### src/rtl/mem_arb_pkg.sv
// Shared encodings and defaults for the cache-to-memory block arbiter.
package mem_arb_pkg;

  localparam int unsigned BLK_W_DEF = 256;
  localparam int unsigned OFF_W_DEF = 5;

  localparam logic [1:0] ST_IDLE = 2'd0;
  localparam logic [1:0] ST_WR   = 2'd1;
  localparam logic [1:0] ST_RD   = 2'd2;
  localparam logic [1:0] ST_DONE = 2'd3;

  localparam logic SIDE_I = 1'b0;
  localparam logic SIDE_D = 1'b1;

endpackage

### src/rtl/block_mem_arbiter_rr_pick2.sv
// Two-requester round-robin picker; on a tie the side opposite `last` wins.
module rr_pick2
  import mem_arb_pkg::*;
(
  input  logic req_i,
  input  logic req_d,
  input  logic last,
  output logic grant_valid,
  output logic grant_side
);

  always_comb begin
    grant_valid = req_i | req_d;
    if (req_i && req_d) begin
      grant_side = ~last;
    end else if (req_d) begin
      grant_side = SIDE_D;
    end else begin
      grant_side = SIDE_I;
    end
  end

endmodule

### src/rtl/block_mem_arbiter.sv
// Serialises iCache/dCache block refills and writebacks onto one memory port.
module block_mem_arbiter
  import mem_arb_pkg::*;
#(
  parameter int unsigned BLK_W  = BLK_W_DEF,
  parameter int unsigned ADDR_W = 32,
  parameter int unsigned OFF_W  = OFF_W_DEF
) (
  input  logic              CLK,
  input  logic              RESET,
  input  logic              i_rd,
  input  logic              i_wr,
  input  logic [ADDR_W-1:0] i_addr,
  input  logic [BLK_W-1:0]  i_wdata,
  output logic [BLK_W-1:0]  i_rdata,
  output logic              i_done,
  input  logic              d_rd,
  input  logic              d_wr,
  input  logic [ADDR_W-1:0] d_addr,
  input  logic [BLK_W-1:0]  d_wdata,
  output logic [BLK_W-1:0]  d_rdata,
  output logic              d_done,
  output logic              mem_req,
  output logic              mem_we,
  output logic [ADDR_W-1:0] mem_addr,
  output logic [BLK_W-1:0]  mem_wdata,
  input  logic [BLK_W-1:0]  mem_rdata,
  input  logic              mem_ack,
  output logic              busy
);

  localparam logic [ADDR_W-1:0] ALIGN_MASK = {{(ADDR_W-OFF_W){1'b1}}, {OFF_W{1'b0}}};

  logic [1:0]        state_q, state_d;
  logic              last_q, last_d;
  logic              side_q, side_d;
  logic              rd_q, rd_d;
  logic [ADDR_W-1:0] addr_q, addr_d;
  logic [BLK_W-1:0]  wdata_q, wdata_d;
  logic [BLK_W-1:0]  i_rdata_q, i_rdata_d;
  logic [BLK_W-1:0]  d_rdata_q, d_rdata_d;

  logic grant_valid, grant_side;

  rr_pick2 u_pick (
    .req_i       (i_rd | i_wr),
    .req_d       (d_rd | d_wr),
    .last        (last_q),
    .grant_valid (grant_valid),
    .grant_side  (grant_side)
  );

  always_comb begin
    state_d   = state_q;
    last_d    = last_q;
    side_d    = side_q;
    rd_d      = rd_q;
    addr_d    = addr_q;
    wdata_d   = wdata_q;
    i_rdata_d = i_rdata_q;
    d_rdata_d = d_rdata_q;
    unique case (state_q)
      ST_IDLE: begin
        if (grant_valid) begin
          side_d = grant_side;
          if (grant_side == SIDE_D) begin
            addr_d  = d_addr & ALIGN_MASK;
            wdata_d = d_wdata;
            rd_d    = d_rd;
            state_d = d_wr ? ST_WR : ST_RD;
          end else begin
            addr_d  = i_addr & ALIGN_MASK;
            wdata_d = i_wdata;
            rd_d    = i_rd;
            state_d = i_wr ? ST_WR : ST_RD;
          end
        end
      end
      ST_WR: begin
        if (mem_ack) state_d = rd_q ? ST_RD : ST_DONE;
      end
      ST_RD: begin
        if (mem_ack) begin
          if (side_q == SIDE_D) d_rdata_d = mem_rdata;
          else                  i_rdata_d = mem_rdata;
          state_d = ST_DONE;
        end
      end
      ST_DONE: begin
        last_d  = side_q;
        state_d = ST_IDLE;
      end
      default: state_d = ST_IDLE;
    endcase
  end

  always_ff @(posedge CLK or negedge RESET) begin
    if (!RESET) begin
      state_q   <= ST_IDLE;
      last_q    <= SIDE_D;
      side_q    <= SIDE_I;
      rd_q      <= 1'b0;
      addr_q    <= '0;
      wdata_q   <= '0;
      i_rdata_q <= '0;
      d_rdata_q <= '0;
    end else begin
      state_q   <= state_d;
      last_q    <= last_d;
      side_q    <= side_d;
      rd_q      <= rd_d;
      addr_q    <= addr_d;
      wdata_q   <= wdata_d;
      i_rdata_q <= i_rdata_d;
      d_rdata_q <= d_rdata_d;
    end
  end

  // Outputs decode straight from state so an asynchronous reset drops mem_req at once.
  assign mem_req   = (state_q == ST_WR) || (state_q == ST_RD);
  assign mem_we    = (state_q == ST_WR);
  assign mem_addr  = addr_q;
  assign mem_wdata = wdata_q;
  assign busy      = (state_q != ST_IDLE);
  assign i_done    = (state_q == ST_DONE) && (side_q == SIDE_I);
  assign d_done    = (state_q == ST_DONE) && (side_q == SIDE_D);
  assign i_rdata   = i_rdata_q;
  assign d_rdata   = d_rdata_q;

endmodule

### config.mk
export PLATFORM = sky130hd
export DESIGN_NAME = block_mem_arbiter
export DESIGN_NICKNAME = d
export VERILOG_FILES = /design/src/rtl/mem_arb_pkg.sv /design/src/rtl/block_mem_arbiter_rr_pick2.sv /design/src/rtl/block_mem_arbiter.sv
export SDC_FILE = /design/constraint.sdc
export NUM_CORES = 1
export LEC_CHECK = 0
export BUFFER_PORTS_ARGS = -buffer_cell sky130_fd_sc_hd__buf_2
export CAP_MARGIN = 25
export CORE_AREA = 2 2 636 638
export CTS_CLUSTER_SIZE = 20
export DETAILED_ROUTE_END_ITERATION = 7
export DIE_AREA = 0 0 638 640
export GPL_ROUTABILITY_DRIVEN = 0
export PLACE_DENSITY = 0.3
export SETUP_SLACK_MARGIN = 0.3
export SLEW_MARGIN = 20
export SYNTH_ARGS = -nofsm -noshare
export SYNTH_HDL_FRONTEND = slang
export SYNTH_SLANG_ARGS = --single-unit
### constraint.sdc
create_clock -name CLK -period 5 [get_ports CLK]
set_clock_uncertainty 0.15 [all_clocks]
set_input_delay 0.25 -clock CLK [delete_from_list [all_inputs] [get_ports CLK]]
set_output_delay 0.25 -clock CLK [all_outputs]
set_load 0.005 [all_outputs]
==> out/metrics.cfg, run 1 <==
[clock_tree]
cts_buffers = 111
cts-root-buf = clkbuf_16
insertion_delay_ns = 0.86
clk_pin_slew_worst_paths_ns = 0.07
clock-sinks = 800
tritoncts = yes
cts.path.max_buffers = 4
cts_max_level = 3

[drt]
final_antenna_net_count = 0
avgRoutedWirePerCell_um = 27.1
num_vias = 35000
routed_wl_mm = 299
avgViaCountPerCell = 3.17
drt_iter0_markers = 1847
dr.pass1.iters = 7
drc_errors = 0

[critical_path]
worstPathRequired_ns = 5.54
endpoint_kind = flop
crit_path_max_incr_delay_ns = 0.58
worst-setup-path-type = reg -> reg
critical_path_arrival_ns = 3.98
critPathMaxFanout = 45
path_cells = inv_1 > ha_1 > nand2b_4 > buf_12 > a21oi_1 > a21oi_1 > dlygate4sd3_1
cpMaxStageDelayCell = a21oi_1
crit_path_frequent_cell = a21oi_1
start_kind = flop

[sta]
fin_crit_sh_pct = 68.9
setup_tns_ns = 0
slew_viol_final = 0
fmax_mhz = 290
min_period_ns = 3.44
rsz0062_at_grt = false
maxSlewHeadroom_pct = 32.1
finalHoldViolCount = 0
tightest_slew_ns = 1.02
finalSetupViolations = 0

[floorplanning]
rows = 233
start_util_pct = 8.15
core_um2 = 401000
dieHeight_um = 640
die-area_um2 = 408000
io_pins = 1644
die_w_um = 638

[power_and_ir_drop]
pwr-share-comb_pct = 49.3
power_switching_mw = 16.2
p_clk_share_pct = 20.6
swShare_pct = 41.5
powerDensity_nw_per_um2 = 608
vdd_ir_drop_max_mv = 0.319
power_mw = 38.9
seqPwrFrac_pct = 30.2
power_leakage_nw = 27.5
power.internal_mw = 22.8

[synthesis]
synth.cell_area_um2 = 32700
syn_avg_cell_area_um2 = 12.2
synthMuxAreaShare_pct = 17.6
synth.area.top_cells = dfrtp_1, mux2_2, a21oi_1
yosysMostFrequentCell = dfrtp_1
ys_warn_count = 0
ys_seq_area_share_pct = 61.2
synth_xor_area_share_pct = 0
synthTopCellsByCount = dfrtp_1, mux2_2, a21oi_1
synth_top_family_by_area = multiplexers
post_synth_and_or_nand_nor_area_fraction_pct = 6.83
synth_edf_count = 0
synth_compound_area_share_pct = 10.7
synth.top_cell.area_share_pct = 61.1
synth-seq-cells = 800
synth_area_leader_cell = dfrtp_1
synth_ff_type = dfrtp_1
synth_fa_ha_area_share_pct = 0.191
synthDistinctLibCells = 33
async_reset_ff_share_pct = 100
synthCells = 2674

[placed_design]
io_buffers = 1628
placed_cells_incl_taps = 9449
dpl.hpwl_mm = 248

[final_layout]
areaGrowthSynthToFinish_pct = 95.8
fin_nets = 6447
stdcell_count = 11100
drive_above_1_share_pct = 44.3
nFillCells = 45200

[global_routing]
grt_max_degree = 135
grtUsageTotal_pct = 14.1
overflow = 0
grt_pass1_vias = 36800
antenna_found_initial = 195
grt_pass1_wl_mm = 379

[status]
outcome = finished, final reports clean

[flow_run]
max_cap_violations = 0

[hold_path]
min_path_type = in -> reg

==> per-stage QoR <==
stage	setup WS, ns	util, %	cell area (um^2)	hold WS, ns
6_report	1.56	16.0	64000	0.0918
5_1_grt	1.44	15.9	63900	0.0332
4_1_cts	1.63	15.9	63800	0.000229
3_5_place_dp	1.84	11.7	47000	0.181
3_3_place_gp	1.89	11.7	47000	0.206
2_1_floorplan	3.13	-	32700	-0.196
==> layout by cell type, fill, tap and decap left out, types with 3 or more instances in the layout <==
cell	instances
a21oi_1	407
a21oi_2	160
buf_12	18
buf_2	1627
buf_4	25
bufinv_16	3
clkbuf_1	25
clkbuf_16	112
clkbuf_8	24
clkinv_2	9
clkinv_4	3
clkinvlp_4	3
conb_1	5
dfrtp_1	799
diode_2	88
dlygate4sd3_1	1327
ha_1	5
inv_1	5
inv_6	3
mux2_2	512
nand2_1	286
nor2_1	287
o21ai_0	4
==> metal layers <==
layer | GRT usage (%) | up-vias | part of all wire (%)
met5 | 0 | - | 0.20
met4 | 4.07 | 86 | 3.1
met3 | 7.86 | 462 | 13
met2 | 23.5 | 1622 | 47
met1 | 15.2 | 17700 | 37
li1 | - | 15100 | -
==> worst paths after layout <==
check                      slack (ns)  depth (start not counted)         start        endpoint
max                              1.56                          7    state_q[1]  mem_wdata[225]
min                              0.09                          4  d_wdata[236]  mem_wdata[236]
max reg2reg                      1.56                          7    state_q[1]  mem_wdata[225]
min reg2reg                      0.35                          1   d_rdata[72]     d_rdata[72]
max in group asynchronous        3.49                          3         RESET  mem_wdata[225]
min in group asynchronous        0.14                          2         RESET          last_q
==> critical path, delay by kind of cell, from the launching register on <==
family	cells	cell delay, ns
AND/OR/NAND/NOR	1	0.48
adder cells (fa/ha/maj)	1	0.25
flip-flops	1	0.43
AO/OA/AOI/OAI	2	0.74
buffers and inverters	3	1.13
==> logic make-up (layout without fill, tap and decap cells) <==
group | Yosys count | count (layout)
flip-flops | 800 | 800
AND/OR/NAND/NOR | 586 | 586
AO/OA/AOI/OAI | 578 | 578
multiplexers | 512 | 512
buffers and inverters | 192 | 3190
adder cells (fa/ha/maj) | 5 | 5
other | 1 | 93
==> repair_timing <==
item,CTS,global route
gates resized for setup,0,0
hold endpoints to repair,1132,0
hold buffers,1328,0
setup buffers,0,0
==> registers in the layout, summed over array words and instances, names as in the netlist <==
signal     cells
rd_q           1
d_rdata      256
last_q         1
side_q         1
i_rdata      256
mem_wdata    256
mem_addr      27
state_q        2
==> layout make-up <==
class	count	area, um^2	share of cell area [%]
timing repair buffer	2999	22000	34.4
antenna	88	220	0.344
sequential	800	20000	31.3
inverter	5	18.8	0.0293
tap	5287	6620	10.3
clock inverter	25	292	0.455
multi-input combinational	1686	11600	18.2
clock buffer	161	3230	5.04
==> power groups by stage <==
stage	combinational (mW)	sequential (mW)	clock, mW
after CTS	19.7	11.7	8.37
after global placement	16.4	11.7	0
after global routing	20.8	12.1	8.59
after detailed placement	16.5	11.8	0
after floorplan	6.12	11.7	0
final	19.2	11.7	8.02
Note: power is estimated with default switching activity, not from simulation.
==> run 2, diff against run 1 <==
==> constraint.sdc (replaced) <==
create_clock -name CLK -period 3.5 [get_ports CLK]
set_clock_uncertainty 0.15 [all_clocks]
set_input_delay 0.175 -clock CLK [delete_from_list [all_inputs] [get_ports CLK]]
set_output_delay 0.175 -clock CLK [all_outputs]
set_load 0.005 [all_outputs]
==> run 2 against run 1 <==
  * Register-to-register slack worse by 0.95 ns
  * Critical endpoint is now mem_wdata[66]
  * Combinational power increased by 43%
  * Global-route usage about the same
  * Clock power rose by 46%
  * Core utilization grew 0.24 points
  * Highest routed layer unchanged
==> out/metrics.cfg, run 2 (same netlist as run 1, synthesis figures left out) <==
[critical_path]
critical_path_arrival_ns = 3.44  ; -0.54 ns
endpoint_kind = flop
worst-setup-path-type = reg -> reg
crit_path_frequent_cell = a21oi_1
critPathMaxFanout = 54  ; +20%
cpMaxStageDelayCell = dlygate4sd3_1
crit_path_max_incr_delay_ns = 0.57  ; about the same
worstPathRequired_ns = 4.04  ; -1.50 ns
path_cells = inv_1 > ha_1 > nand2b_4 > buf_12 > a21oi_1 > a21oi_1 > dlygate4sd3_1
start_kind = flop

[final_layout]
areaGrowthSynthToFinish_pct = 98.8
drive_above_1_share_pct = 44.0  ; -0.29 points
stdcell_count = 11100  ; +0.58%
nFillCells = 45100  ; -0.21%
fin_nets = 6521  ; +1.1%
final_cell_mix = buf_2, dlygate4sd3_1, dfrtp_1, mux2_2, a21oi_1
final_common_cell = buf_2

[global_routing]
grt_max_degree = 121  ; -10%
grtUsageTotal_pct = 14.1  ; about the same
grt_pass1_vias = 36900  ; +0.25%
antenna_found_initial = 193  ; -1.0%
grt_pass1_wl_mm = 380  ; +0.17%
overflow = 0  ; unchanged

[sta]
maxSlewHeadroom_pct = 36.2  ; +4.1 points
slew_viol_final = 0  ; unchanged
min_period_ns = 2.89  ; -0.550 ns
fin_crit_sh_pct = 82.7  ; +14 points
finalSetupViolations = 0  ; unchanged
tightest_slew_ns = 0.958  ; -0.0611 ns
rsz0062_at_grt = false
setup_tns_ns = 0  ; unchanged
fmax_mhz = 345  ; +19%
finalHoldViolCount = 0  ; unchanged

[hold_path]
min_path_type = in -> reg

[clock_tree]
cts-root-buf = clkbuf_16
cts.path.max_buffers = 4  ; unchanged
cts_max_level = 3  ; unchanged
tritoncts = yes
clock-sinks = 800  ; unchanged
insertion_delay_ns = 0.80  ; -0.06 ns
clk_pin_slew_worst_paths_ns = 0.06  ; about the same
cts_buffers = 114  ; +2.7%
post_cts_resized = 0  ; unchanged
post_cts_buffers = 0  ; unchanged

[status]
outcome = finished, final reports clean

[power_and_ir_drop]
vdd_ir_drop_max_mv = 0.474  ; +49%
power_leakage_nw = 28.0  ; +1.6%
power_mw = 56.0  ; +44%
powerDensity_nw_per_um2 = 862  ; +42%

[drt]
num_vias = 35200  ; +0.74%
drt_iter0_markers = 2013  ; +9.0%
final_antenna_net_count = 0  ; unchanged
avgViaCountPerCell = 3.17  ; +0.16%
routed_wl_mm = 299  ; -0.14%
drc_errors = 0  ; unchanged
avgRoutedWirePerCell_um = 26.9  ; -0.71%
dr.pass1.iters = 5  ; -2

[floorplanning]
die_w_um = 638  ; unchanged
die-area_um2 = 408000  ; unchanged
start_util_pct = 8.15  ; unchanged
io_pins = 1644  ; unchanged
core_um2 = 401000  ; unchanged
dieHeight_um = 640  ; unchanged
rows = 233  ; unchanged

[placed_design]
dpl.hpwl_mm = 251  ; +0.93%
placed_cells_incl_taps = 9460  ; +0.12%
io_buffers = 1628  ; unchanged

[flow_run]
max_cap_violations = 0  ; unchanged

run 2: worst paths after layout:
check	from	endpoint	cells after the start	slack [ns]
min reg2reg	rd_q	rd_q	2	0.34
min	mem_rdata[78]	d_rdata[78]	3	0.1
max in group asynchronous	RESET	mem_addr[28]	3	2.18
max reg2reg	state_q[1]	mem_wdata[66]	7	0.61
max	state_q[1]	mem_wdata[66]	7	0.61
min in group asynchronous	RESET	d_rdata[39]	3	0.12
run 2: worst max-delay path: cells and delay by family (launching register included):
kind,cells,cell delay (ns)
compound gates,2,0.66
fa+ha+maj,1,0.26
buf+inv,3,1.00
flops,1,0.41
simple gates,1,0.24
run 2: per-stage QoR:
stage               instance area (um^2)  hold WS, ns  worst slack (ns)  util (%)
CTS                                64800     0.000511             0.499      16.1
finish                             65000       0.0951             0.605      16.2
floorplan                          32700       -0.271              1.63         -
global placement                   47300       0.0736             0.924      11.8
global route                       64900       0.0501             0.359      16.2
detailed placement                 47300       0.0748             0.894      11.8
run 2: per-layer routing:
layer  routed length [um]  global-route usage (%)  vias up
met5                  523                       0        -
met1               110000                    15.4    17800
met2               141000                    23.7     1634
met3                37300                    7.30      449
met4                 9340                    3.93       78
li1                     -                       -    15300
run 2: area by class of cell:
class / instances / area, um^2 / area share [%]
antenna: 74 / 185 / 0.285
multi-input combinational: 1686 / 11600 / 17.9
timing repair buffer: 3070 / 22900 / 35.2
inverter: 5 / 18.8 / 0.0289
clock buffer: 160 / 3240 / 4.98
clock inverter: 33 / 408 / 0.628
sequential: 800 / 20000 / 30.8
tap: 5287 / 6620 / 10.2
run 2: where the power goes:
group | leakage (nW) | internal [mW] | switching [mW]
registers | 9.31 | 14.0 | 2.85
clock network | 1.79 | 6.90 | 4.82
logic | 16.9 | 12.1 | 15.3
run 2: timing repair:
item	CTS	global route
setup endpoints to repair	0	0
endpoints found under the hold margin	1554	0
hold buffers	1388	0
